===== config.mk =====
export PLATFORM = sky130hd
export DESIGN_NAME = rr_grant_sel
export DESIGN_NICKNAME = d
export VERILOG_FILES = /design/src/rtl/rr_grant_sel.sv
export SDC_FILE = /design/constraint.sdc
export NUM_CORES = 1
export LEC_CHECK = 0
export BUFFER_PORTS_ARGS = -buffer_cell sky130_fd_sc_hd__buf_4
export CELL_PAD_IN_SITES_DETAIL_PLACEMENT = 1
export CELL_PAD_IN_SITES_GLOBAL_PLACEMENT = 1
export CORE_UTILIZATION = 42
export CTS_CLUSTER_DIAMETER = 50
export DETAILED_ROUTE_END_ITERATION = 12
export GPL_ROUTABILITY_DRIVEN = 1
export PLACE_DENSITY_LB_ADDON = 0.08
export SLEW_MARGIN = 40
export SYNTH_ARGS = -nofsm -noshare
export SYNTH_HDL_FRONTEND = slang
export SYNTH_SLANG_ARGS = --single-unit
export TNS_END_PERCENT = 50

===== constraint.sdc =====
create_clock -name clk -period 2.1 [get_ports clk]
set_input_delay 0.42 -clock clk [delete_from_list [all_inputs] [get_ports clk]]
set_output_delay 0.42 -clock clk [all_outputs]
set_load 0.005 [all_outputs]

===== src/rtl/rr_grant_sel.sv =====
// Four-requester round-robin grant sequencer driving a 2-to-4 decoder select/enable.
// Grants are held until done, request withdrawal or HOLD_MAX, with one dead cycle between grants.
module rr_grant_sel #(
    parameter int unsigned HOLD_MAX = 15
) (
    input  logic       clk,
    input  logic       rst_n,
    input  logic [3:0] req,
    input  logic       done,
    output logic [1:0] sel,
    output logic       sel_valid,
    output logic       timeout,
    output logic [1:0] dbg_state
);

    localparam logic [1:0] ST_IDLE  = 2'd0;
    localparam logic [1:0] ST_GRANT = 2'd1;
    localparam logic [1:0] ST_GAP   = 2'd2;

    localparam logic [7:0] HOLD_LIM = 8'(HOLD_MAX);

    logic [1:0] r_state;
    logic [1:0] r_ptr;
    logic [7:0] r_hold_cnt;
    logic [1:0] r_sel;
    logic       r_sel_valid;
    logic       r_timeout;

    logic [7:0] w_req2;
    logic [3:0] w_rot;
    logic [1:0] w_offset;
    logic [1:0] w_winner;
    logic       w_any;
    logic       w_hold_hit;
    logic       w_owner_req;
    logic       w_release;
    logic       w_to_only;

    // Rotate the request vector so bit 0 is the requester at ptr; the lowest set bit wins.
    assign w_req2 = {req, req};
    assign w_rot  = w_req2[r_ptr +: 4];

    always_comb begin
        w_offset = 2'd3;
        if (w_rot[0])      w_offset = 2'd0;
        else if (w_rot[1]) w_offset = 2'd1;
        else if (w_rot[2]) w_offset = 2'd2;
    end

    assign w_winner    = r_ptr + w_offset;
    assign w_any       = |req;
    assign w_hold_hit  = (r_hold_cnt == HOLD_LIM);
    assign w_owner_req = req[r_sel];
    assign w_release   = done | ~w_owner_req | w_hold_hit;
    // Timeout is flagged only when the counter alone forced the release.
    assign w_to_only   = ~done & w_owner_req & w_hold_hit;

    // Handshake: req[i] is a level held by requester i; done is a one-cycle release
    // from the current owner and is only meaningful while sel_valid is high.
    always_ff @(posedge clk or negedge rst_n) begin
        if (!rst_n) begin
            r_state     <= ST_IDLE;
            r_ptr       <= 2'd0;
            r_hold_cnt  <= 8'd0;
            r_sel       <= 2'd0;
            r_sel_valid <= 1'b0;
            r_timeout   <= 1'b0;
        end else begin
            r_timeout <= 1'b0;
            case (r_state)
                ST_IDLE, ST_GAP: begin
                    if (w_any) begin
                        r_state     <= ST_GRANT;
                        r_sel       <= w_winner;
                        r_sel_valid <= 1'b1;
                        r_hold_cnt  <= 8'd1;
                    end else begin
                        r_state <= ST_IDLE;
                    end
                end
                ST_GRANT: begin
                    if (w_release) begin
                        r_state     <= ST_GAP;
                        r_sel_valid <= 1'b0;
                        r_ptr       <= r_sel + 2'd1;
                        r_hold_cnt  <= 8'd0;
                        r_timeout   <= w_to_only;
                    end else begin
                        r_hold_cnt <= r_hold_cnt + 8'd1;
                    end
                end
                default: begin
                    r_state     <= ST_IDLE;
                    r_sel_valid <= 1'b0;
                end
            endcase
        end
    end

    assign sel       = r_sel;
    assign sel_valid = r_sel_valid;
    assign timeout   = r_timeout;
    assign dbg_state = r_state;

endmodule


==> impl_metrics.tcl <==
set metrics [dict create \
    run_status "finished clean" \
    critical_path.startpoint "r_ptr[1]" \
    critPathRequiredTime_ns 2.30 \
    drc 0 \
    min_period_over_period 0.857 \
    tightestPinTransition_ns 0.389 \
    num_rows 16 \
    worst_setup_path_class "flip-flop to flip-flop" \
    synth_enable_flop_cells 0 \
    critical-path-max-stage-delay_ns 0.48 \
    post-layout-total-power_mw 1.27 \
    drive_above_1_share 0.207 \
    hp-class "input port to flip-flop" \
    detailedPlacementHpwl_mm 1.88 \
    gp_congestion 0.786 \
    synth.area.top_cells "sky130_fd_sc_hd__dfrtp_1, sky130_fd_sc_hd__o21ai_0, sky130_fd_sc_hd__nand2_1" \
    drt-vias-per-instance 5.92 \
    timing.clock.skew_ns 0.000501 \
    htreeDepth 1 \
    synth.avg_cell_area_um2 9.90 \
    tritoncts "yes" \
    max_cap_violations 0 \
    critical_path.most_common_cell "sky130_fd_sc_hd__a21oi_1" \
    post_layout_nonfiller_instances 138 \
    ios 13 \
    firstDrtPassIters 4 \
    synth_seq_cells 16 \
    synth_cell_types 31 \
    clkSinkCount 16 \
    cts.repair.resized 0 \
    synth_area_um2 941 \
    antenna_violations_before_repair 0 \
    final-hold-violation-count 0 \
    synth-seq-area-share 0.426 \
    drtIter0Drc 10 \
    critPathMaxFanout 8 \
    worst_ir_drop_vdd_mv 0.685 \
    wire_length_of_the_first_global_routing_pass_mm 4.03 \
    worst_setup_hold_path_clk_slew_ns 0.09 \
    post-synth-top-area-fraction 0.426 \
    antenna_cells 0 \
    port-buffer-count 12 \
    clock_insertion_delay_worst_skew_ns 0.28 \
    crit_chain "nand2b_1 > a21oi_1 > a311oi_1 > a21oi_1 > ha_1 > a311o_1 > o211ai_1" \
    synth.largest_area_cell "sky130_fd_sc_hd__dfrtp_1" \
    total_leakage_power_nw 0.478 \
    dieWidth_um 49.3 \
    yosysWarningCount 0 \
    clock_path_buffers 2 \
    routed-via-count 817 \
    maxClockFrequency_mhz 556 \
    start_kind "flip-flop" \
    final_antenna_net_count 0 \
    timing.final.max_slew_violations 0 \
    drt-wirelength-per-cell_um 17.6 \
    timing.critical_path.slowest_stage_cell "sky130_fd_sc_hd__dfrtp_1" \
    setup_viol 0 \
    netlist_instances 95 \
    grt_max_degree 17 \
    synth_fp_nets 104 \
    cts_root_buffer_type "sky130_fd_sc_hd__clkbuf_4" \
    core_area_um2 2040 \
    effective_utilization_at_floorplan 0.461 \
    die_area_um2 2430 \
    cts-buffers-inserted 3 \
    worst-endpoint-arrival_ns 2.00 \
    critPathCaptureType "flip-flop" \
    asyncSetResetFlopFracSynth 1.00 \
    power.density_cell_area_nw_per_um2 1150 \
    gr-usage-all-layers 0.225 \
    ys.flop_type "sky130_fd_sc_hd__dfrtp_1" \
    flow.area_growth_from_synthesis_pct 17.3 \
    layout.nets 121 \
    post_route_minimum_period_ns 1.80 \
    placedCellCount 133 \
    timing.rr.start "r_ptr[1]" \
    first_global_vias 824 \
    slew_headroom 0.741 \
    die_y_um 49.3 \
    routed_wl_mm 2.43 \
    grt_overflow_total 0 \
    setup_repair_after_global_routing_missed_its_margin "false" \
    hold_path_startpoint "done" \
    fin_setup_tns_ns 0 \
]
where the power goes:
part           switching, mW  internal [mW]
clock network         0.0974          0.106
registers              0.136          0.393
logic                  0.300          0.243
worst max-delay path: cells and delay by family, from the launching register on:
| kind | cells | cell delay, ns |
|---|---|---|
| AOI/OAI and AO/OA | 5 | 0.88 |
| adders and majority gates | 1 | 0.23 |
| DFF | 1 | 0.48 |
| and+or+nand+nor | 1 | 0.14 |
cells by family after synthesis:
| logic type | Yosys count | share of synthesized area |
|---|---|---|
| AO/OA/AOI/OAI | 33 | 0.263 |
| XOR/XNOR | 4 | 0.0372 |
| adder cells (fa/ha/maj) | 2 | 0.0266 |
| buffers and inverters | 6 | 0.0279 |
| flip-flops | 16 | 0.426 |
| multiplexers | 1 | 0.0279 |
| AND/OR/NAND/NOR | 33 | 0.191 |
Yosys cell counts, types with 2 or more instances:
cell,number
sky130_fd_sc_hd__xor2_1,3
sky130_fd_sc_hd__o21ai_4,2
sky130_fd_sc_hd__a21oi_1,6
sky130_fd_sc_hd__o211ai_1,3
sky130_fd_sc_hd__nor2_1,7
sky130_fd_sc_hd__nand2b_1,2
sky130_fd_sc_hd__o31ai_1,3
sky130_fd_sc_hd__o21ai_0,11
sky130_fd_sc_hd__nand2_1,9
sky130_fd_sc_hd__nand3_1,3
sky130_fd_sc_hd__o2111ai_1,2
sky130_fd_sc_hd__or4_4,2
sky130_fd_sc_hd__ha_1,2
sky130_fd_sc_hd__nor2b_1,3
sky130_fd_sc_hd__inv_1,5
sky130_fd_sc_hd__dfrtp_1,16
sky130_fd_sc_hd__or4_1,2
per-stage QoR:
step	area, um2	worst slack (ns)	hold slack [ns]	util
finish	1100	0.301	0.466	0.540
global route	1100	0.190	0.467	0.540
CTS	1100	0.289	0.464	0.540
detailed placement	1060	0.277	0.295	0.518
global placement	1060	0.360	0.289	0.518
floorplan	941	0.524	0.124	-
timing repair:
| action | CTS | global route |
|---|---|---|
| hold buffers | 1 | 0 |
| setup endpoints to repair | 0 | 0 |
| buffers inserted | 0 | 0 |
| endpoints found under the hold margin | 16 | 0 |
layer usage:
metal,part of all wire,up-vias,global-route usage
li1,-,390,-
met3,0.023,2,0.0592
met4,0.0045,0,0.0294
met1,0.47,416,0.298
met2,0.50,9,0.372
met5,0,-,0
sequential cells by signal, indices dropped and copies added (netlist names):
| signal | flops |
|---|---|
| dbg_state | 2 |
| sel_valid | 1 |
| timeout | 1 |
| sel | 2 |
| r_ptr | 2 |
| r_hold_cnt | 8 |
final timing paths:
kind,endpoint,slack (ns),depth (start not counted)
setup / recovery,sel[1],0.30,7
hold / removal,timeout,0.47,3
setup reg to reg,sel[1],0.30,7
hold reg to reg,r_hold_cnt[0],0.55,1
max in group asynchronous,dbg_state[1],1.39,2
min in group asynchronous,r_hold_cnt[5],0.53,2
cell type report:
type / count / area (um2)
clock buffers: 4 / 36.3
fillers: 263 / 938
inverters: 5 / 18.8
multi-input cells: 73 / 514
flip-flops and latches: 16 / 400
well taps: 27 / 33.8
repair buffers: 13 / 100
cell usage in the layout, fill, tap and decap left out, types with 3 or more instances in the layout:
master / instances
sky130_fd_sc_hd__nor2_1: 7
sky130_fd_sc_hd__o211ai_1: 3
sky130_fd_sc_hd__xor2_1: 3
sky130_fd_sc_hd__o21ai_0: 11
sky130_fd_sc_hd__inv_1: 5
sky130_fd_sc_hd__o31ai_1: 3
sky130_fd_sc_hd__nor2b_1: 3
sky130_fd_sc_hd__nand2_1: 9
sky130_fd_sc_hd__nand3_1: 3
sky130_fd_sc_hd__buf_4: 12
sky130_fd_sc_hd__a21oi_1: 6
sky130_fd_sc_hd__dfrtp_1: 16
sky130_fd_sc_hd__clkbuf_4: 3
No activity file was read; power rests on OpenSTA's default activity.
